[config.mk]
export PLATFORM = sky130hd
export DESIGN_NAME = truth_table_sweeper
export DESIGN_NICKNAME = d
export VERILOG_FILES = /design/src/rtl/sweeper_pkg.sv /design/src/rtl/truth_table_sweeper_settle_counter.sv /design/src/rtl/truth_table_sweeper.sv
export SDC_FILE = /design/constraint.sdc
export NUM_CORES = 1
export LEC_CHECK = 0
export ABC_AREA = 1
export CORE_UTILIZATION = 25
export CTS_CLUSTER_SIZE = 30
export DETAILED_ROUTE_END_ITERATION = 6
export MAX_ROUTING_LAYER = met4
export PLACE_DENSITY = 0.45
export SLEW_MARGIN = 20
export SYNTH_ARGS = -nofsm -noshare
export SYNTH_HDL_FRONTEND = slang
export SYNTH_SLANG_ARGS = --single-unit
[constraint.sdc]
create_clock -name clk -period 3.4 [get_ports clk]
set_input_delay 0.68 -clock clk [delete_from_list [all_inputs] [get_ports clk]]
set_output_delay 0.68 -clock clk [all_outputs]
set_load 0.02 [all_outputs]
[src/rtl/sweeper_pkg.sv]
// Shared types and constants for the truth-table sweeper.
// Optional feature macro used by the sweeper: SWEEPER_GLITCH_CHECK_EN.
package sweeper_pkg;

    localparam int TT_WIDTH   = 8;
    localparam int NUM_INPUTS = 3;

    typedef enum logic [2:0] {
        IDLE,
        DRIVE,
        SETTLE,
        SAMPLE,
        FINISH
    } state_e;

    typedef logic [NUM_INPUTS-1:0] idx_t;

endpackage

[src/rtl/truth_table_sweeper_settle_counter.sv]
// Settle timer: cleared by load, counts while enabled, and flags the last
// cycle of a SETTLE_CYCLES-long window.
module settle_counter #(
    parameter int unsigned SETTLE_CYCLES = 4
) (
    input  logic clk,
    input  logic rst_n,
    input  logic load,
    input  logic enable,
    output logic tc
);

    localparam logic [7:0] LAST = 8'(SETTLE_CYCLES - 1);

    logic [7:0] cnt_q;
    logic [7:0] cnt_d;

    always_comb begin
        cnt_d = cnt_q;
        if (load) begin
            cnt_d = '0;
        end else if (enable) begin
            cnt_d = cnt_q + 8'd1;
        end
    end

    always_ff @(posedge clk or negedge rst_n) begin
        if (!rst_n) begin
            cnt_q <= '0;
        end else begin
            cnt_q <= cnt_d;
        end
    end

    assign tc = enable && (cnt_q == LAST);

endmodule

[src/rtl/truth_table_sweeper.sv]
// Drives all 8 input combinations into a 3-input circuit and captures its truth table.
// Define SWEEPER_GLITCH_CHECK_EN to add output-stability checking during settle.
module truth_table_sweeper
    import sweeper_pkg::*;
#(
    parameter int unsigned          SETTLE_CYCLES = 4,
    parameter logic [TT_WIDTH-1:0]  EXPECTED_TT   = 8'hC2
) (
    input  logic                clk,
    input  logic                rst_n,
    input  logic                start,
    output logic                in1,
    output logic                in2,
    output logic                in3,
    input  logic                out,
    output logic                busy,
    output logic                done,
    output logic [TT_WIDTH-1:0] tt_word,
`ifdef SWEEPER_GLITCH_CHECK_EN
    output logic                glitch,
`endif
    output logic                match
);

    localparam idx_t IDX_LAST = '1;

    state_e              state_q, state_d;
    idx_t                idx_q, idx_d;
    idx_t                drive_q, drive_d;
    logic [TT_WIDTH-1:0] shadow_q, shadow_d;
    logic [TT_WIDTH-1:0] tt_q, tt_d;
    logic                match_q, match_d;
    logic                cnt_load;
    logic                cnt_en;
    logic                cnt_tc;
`ifdef SWEEPER_GLITCH_CHECK_EN
    logic                sticky_q, sticky_d;
    logic                glitch_q, glitch_d;
    logic                out_prev_q, out_prev_d;
    logic                settle_prev_q, settle_prev_d;
`endif

    settle_counter #(
        .SETTLE_CYCLES(SETTLE_CYCLES)
    ) u_settle_counter (
        .clk    (clk),
        .rst_n  (rst_n),
        .load   (cnt_load),
        .enable (cnt_en),
        .tc     (cnt_tc)
    );

    always_comb begin
        state_d  = state_q;
        idx_d    = idx_q;
        drive_d  = drive_q;
        shadow_d = shadow_q;
        tt_d     = tt_q;
        match_d  = match_q;
        cnt_load = 1'b0;
        cnt_en   = 1'b0;
`ifdef SWEEPER_GLITCH_CHECK_EN
        sticky_d      = sticky_q;
        glitch_d      = glitch_q;
        out_prev_d    = out;
        settle_prev_d = (state_q == SETTLE);
`endif
        case (state_q)
            IDLE: begin
                if (start) begin
                    state_d = DRIVE;
                end
            end
            DRIVE: begin
                drive_d  = idx_q;
                cnt_load = 1'b1;
`ifdef SWEEPER_GLITCH_CHECK_EN
                if (idx_q == '0) begin
                    sticky_d = 1'b0;
                end
`endif
                state_d = SETTLE;
            end
            SETTLE: begin
                cnt_en = 1'b1;
`ifdef SWEEPER_GLITCH_CHECK_EN
                // The first settle cycle follows an input change, so it is not compared.
                if (settle_prev_q && (out != out_prev_q)) begin
                    sticky_d = 1'b1;
                end
`endif
                if (cnt_tc) begin
                    state_d = SAMPLE;
                end
            end
            SAMPLE: begin
                shadow_d[IDX_LAST - idx_q] = out;
                // Results are published on entry to FINISH so they are valid with done.
                if (idx_q == IDX_LAST) begin
                    tt_d = shadow_d;
`ifdef SWEEPER_GLITCH_CHECK_EN
                    glitch_d = sticky_q;
                    match_d  = (shadow_d == EXPECTED_TT) && !sticky_q;
`else
                    match_d  = (shadow_d == EXPECTED_TT);
`endif
                    state_d = FINISH;
                end else begin
                    idx_d   = idx_q + 1'b1;
                    state_d = DRIVE;
                end
            end
            FINISH: begin
                idx_d   = '0;
                drive_d = '0;
                state_d = IDLE;
            end
            default: begin
                state_d = IDLE;
            end
        endcase
    end

    always_ff @(posedge clk or negedge rst_n) begin
        if (!rst_n) begin
            state_q  <= IDLE;
            idx_q    <= '0;
            drive_q  <= '0;
            shadow_q <= '0;
            tt_q     <= '0;
            match_q  <= 1'b0;
`ifdef SWEEPER_GLITCH_CHECK_EN
            sticky_q      <= 1'b0;
            glitch_q      <= 1'b0;
            out_prev_q    <= 1'b0;
            settle_prev_q <= 1'b0;
`endif
        end else begin
            state_q  <= state_d;
            idx_q    <= idx_d;
            drive_q  <= drive_d;
            shadow_q <= shadow_d;
            tt_q     <= tt_d;
            match_q  <= match_d;
`ifdef SWEEPER_GLITCH_CHECK_EN
            sticky_q      <= sticky_d;
            glitch_q      <= glitch_d;
            out_prev_q    <= out_prev_d;
            settle_prev_q <= settle_prev_d;
`endif
        end
    end

    assign {in1, in2, in3} = drive_q;
    assign busy            = (state_q != IDLE);
    assign done            = (state_q == FINISH);
    assign tt_word         = tt_q;
    assign match           = match_q;
`ifdef SWEEPER_GLITCH_CHECK_EN
    assign glitch          = glitch_q;
`endif

endmodule
* After elaboration in Yosys (flattened, before gate mapping)
Cells that the tools add are included.
** Storage, ports and cells
- Logic and storage cells :: 46
- Bits in latches :: 0
- Register bits after elaboration :: 34
- Output and inout bits :: 14
- Input port bits :: 4
- ROM bits :: 0
- Bits in writable memories :: 0
- Memories :: 0
** Cells by class
- Reductions and logical operators :: 10
- Shift operators :: 0
- Multiply operators :: 0
- Eq/ne operators :: 10
- Bitwise logic cells :: 0
- Div/mod/pow operators :: 0
- Magnitude comparators :: 2
- Multiplexer cells :: 14
- Add/sub/neg operators :: 3
** Operators with widths (count)
- 2-to-1 mux 8 bit :: 2
- 2-to-1 mux 3 bit :: 4
- one-hot mux 3 bit (2 select lines) :: 2
- one-hot mux 3 bit (4 select lines) :: 1
- adder 8 x 1 -> 8 bit, second input constant :: 1
- bitwise mux 8 bit :: 1
- equality test 8 x 2 -> 1 bit, second input constant :: 1
- equality test 8 bit, second input constant :: 1
- equality test 3 x 2 -> 1 bit, second input constant :: 2
- equality test 3 bit, second input constant :: 2
- inequality test 2 bit, second input constant :: 3
- AND reduction 2 bit :: 3
- nonzero test 2 bit :: 3
- less-than comparator 3 x 4 -> 1 bit, second input constant :: 1
- adder 3 x 1 -> 3 bit, second input constant :: 1
- demux 1 bit (select 3 bit) :: 1
- equality test 3 x 1 -> 1 bit, second input constant :: 1
- >= comparator 3 x 1 -> 1 bit, second input constant :: 1
- logical NOT 3 bit :: 1
- 2-to-1 mux 1 bit :: 3
- nonzero test 3 bit :: 1
- subtractor 3 bit, first input constant :: 1
- logical AND 1 bit :: 2

* Depth between registers and ports, before layout
- Word-level depth :: 7
- Mapped depth :: 9
- Depth with buffers taken out :: 8

* Hierarchy
Synthesis repeated with hierarchy kept, for this count alone.
** Second synthesis, totals
- Cells, all modules :: 202
- Area, all modules :: 1682.9 um2
** By module, submodules not included
- truth_table_sweeper :: cells an instance 144, area an instance 1229.9 um2, times used 1, sequential area each 650.6 um2
- settle_counter :: cells an instance 58, area an instance 452.9 um2, times used 1, sequential area each 200.2 um2

* Worst setup path before layout
No wires, ideal clock.
- Path type :: register to output
- Start :: register state_q[1]
- End :: output done
- Required time :: 2.720 ns
- Arrival :: 0.989 ns
- Path slack :: 1.731 ns
- Buffers on the path :: 0
- Stages on the path, launching flop included :: 2
- Cells stage by stage :: dfrtp_1 nor3_1
** Between the ends
- Word-level cells in the longest chain between the ends :: 1
** RTL lines
- start, declared :: RTL line truth_table_sweeper.sv:27 : state_e state_q, state_d;
- start signal, assigned :: RTL line truth_table_sweeper.sv:139 : state_q <= state_d;
- equality test 3 bit :: RTL line truth_table_sweeper.sv:156 : assign done = (state_q == FINISH);
- end, declared :: RTL line truth_table_sweeper.sv:17 : output logic done,
Every way passes these cells.

* Worst setup path in the final report
Ends and elaborated chain as after synthesis.

==> results_dict.tcl <==
set metrics [dict create \
    status "finished, final reports clean" \
    grt_pass1_wl_mm 6.279 \
    routed_via_density 4.362 \
    hold_start "tt_word[7]" \
    first_pass_iters 4 \
    worstSetupEndpointType "primary output" \
    core_area_um2 6350 \
    p_per_area_nw_per_um2 887.4 \
    p_int_mw 1.092 \
    pwr-share-seq 0.372 \
    synth_area_leaders "dfrtp_1, nand2_1, o21ai_0" \
    place.gp.congestion 0.7743 \
    required_ns 2.72 \
    min_path_cells 2 \
    dpl.hpwl_mm 2.458 \
    path_class "register to primary output" \
    rsz0062_at_grt "no" \
    period_share 0.6832 \
    crit_fanout 4 \
    grtUsageTotal 0.1169 \
    final_cells 293 \
    die_w_um 83.19 \
    root_buffer "clkbuf_8" \
    ys_ff_latch 34 \
    numCtsBuffers 5 \
    yosysTopAreaCell "dfrtp_1" \
    switching_power_uw 698.5 \
    start_kind "register" \
    yosysTopAreaCellShare 0.5163 \
    syn_area_per_cell_um2 8.450 \
    max-cap-violations 0 \
    tns_ns 0 \
    min_path_type "register to register" \
    cts_setup_buffers 0 \
    cts_tree "done" \
    crit_start "state_q[1]" \
    grt_max_degree 35 \
    port_buffers 17 \
    insertion_delay_ns 0.29 \
    p_leak_nw 0.9255 \
    setup_violations 0 \
    ios 18 \
    arrival_ns 1.64 \
    grt_pass1_vias 1327 \
    power.share.switching 0.3900 \
    critPathMaxStageDelay_ns 0.65 \
    slowest_stage "clkdlybuf4s50_1" \
    p_comb_frac 0.375 \
    synth_area_um2 1648 \
    routedWlPerCell_um 11.90 \
    synthTopCellsByCount "nand2_1, dfrtp_1, inv_1, o21ai_0, nand3_1" \
    ys_types 26 \
    maxSlewViolCount 0 \
    dpl_cell_area_um2 1881 \
    finalPower_mw 1.791 \
    reg2reg_depth 5 \
    min_period_ns 2.323 \
    ys_seq_area_frac 0.5163 \
    final_antenna_net_count 0 \
    fin_nets 222 \
    path_cells "nor3_1 -> clkdlybuf4s50_1" \
    num_vias 1278 \
    htreeDepth 2 \
    area_growth_pct 22.48 \
    drive_gt1_frac 0.09259 \
    dp_cells 285 \
    antenna_found_initial 0 \
    path_clk_slew_ns 0.08 \
    r2r_start "idx_q[0]" \
    slew_headroom 0.7042 \
    antennaDiodeCount 0 \
    cts_hold_buf 0 \
    yosysMostFrequentCell "nand2_1" \
    clock-sinks 34 \
    cts_resized 0 \
    fin_util 0.3178 \
    skew_ns 0.004961 \
    syn_nets 202 \
    synth_edf_count 0 \
    synthCells 195 \
    initial_core_util 0.2595 \
    peakVddDrop_uv 316.4 \
    synthFlopType "dfrtp_1" \
    hold_viol_final 0 \
    yosysWarnings 0 \
    grt_overflow 0 \
    cts_buffer_depth 2 \
    synthArstFlopShare 1.000 \
    drcViolationCount 0 \
    clkPwrFrac 0.253 \
    chipHeight_um 83.19 \
    dieArea_um2 6920 \
    drt_iter0_markers 38 \
    rows 29 \
    drt-total-wl_mm 3.486 \
    final_area_um2 2018 \
    worst_pin_slew_ns 0.4437 \
    fmax_ghz 0.4305 \
]
[final cells by class]
class                   count  area (µm²)
well taps                  77       96.34
inverters                  25       98.84
flip-flops and latches     34       850.8
fillers                   684        4332
multi-input cells         131       656.9
clock buffers               5       68.82
repair buffers             18       177.7
clock inverters             3       68.82
[sequential cells by signal, indices dropped and copies added, names as in the netlist]
register,cells
idx_q,3
tt_word,8
u_settle_counter.cnt_q,8
shadow_q,8
state_q,3
drive_q,3
match,1
[cells by family after synthesis]
group,synth area share
simple gates,0.2521
buf+inv,0.08504
compound gates,0.1116
flops,0.5163
fa+ha+maj,0.02278
xor+xnor,0.005316
mux,0.006833
[worst max-delay path: cells and delay by family, from the launching register on]
kind          cells  cell delay (ns)
buf+inv           1             0.65
flops             1             0.44
simple gates      1             0.27
[power by group through the flow]
stage	clock network, mW	registers (mW)	logic [mW]
detailed placement	0	0.675	0.681
finish	0.453	0.666	0.671
global route	0.482	0.690	0.768
global placement	0	0.673	0.679
CTS	0.470	0.666	0.684
floorplan	0	0.679	0.451
[metal layers]
| layer | wire, µm | track usage | up-vias |
|---|---|---|---|
| li1 | - | - | 675 |
| met1 | 1760 | 0.1435 | 580 |
| met2 | 1575 | 0.1893 | 18 |
| met3 | 109 | 0.02883 | 5 |
| met4 | 40 | 0.03762 | 0 |
| met5 | 0 | - | - |
[layout by cell type (no fill, tap or decap), drive strengths merged]
cell type      Yosys  routed
a21oi              2       2
a22o               1       1
buf                4       1
bufinv             0       2
clkbuf             1       5
clkdlybuf4s50      0      17
clkinv             1       2
dfrtp             34      34
ha                 3       3
inv               24      24
mux2               1       1
nand2             49      49
nand3             20      20
nand4              6       6
nor2              15      15
nor3               1       1
o21ai             31      31
o22ai              1       1
xor2               1       1
[metrics by stage]
| step | hold slack [ns] | worst slack, ns |
|---|---|---|
| after global placement | 0.4702 | 1.357 |
| after global routing | 0.5112 | 0.9650 |
| after CTS | 0.4941 | 1.029 |
| after floorplan | 0.3844 | 1.731 |
| after detailed placement | 0.4707 | 1.349 |
| final | 0.4874 | 1.077 |
[worst paths after layout]
kind | to | slack, ns
worst max-delay path | done | 1.08
worst min-delay path | tt_word[7] | 0.49
worst max register to register | state_q[0] | 1.82
worst min register to register | tt_word[7] | 0.49
max in group asynchronous | u_settle_counter.cnt_q[2] | 2.27
min in group asynchronous | u_settle_counter.cnt_q[0] | 0.81
Note: power is estimated with default switching activity, not from simulation.
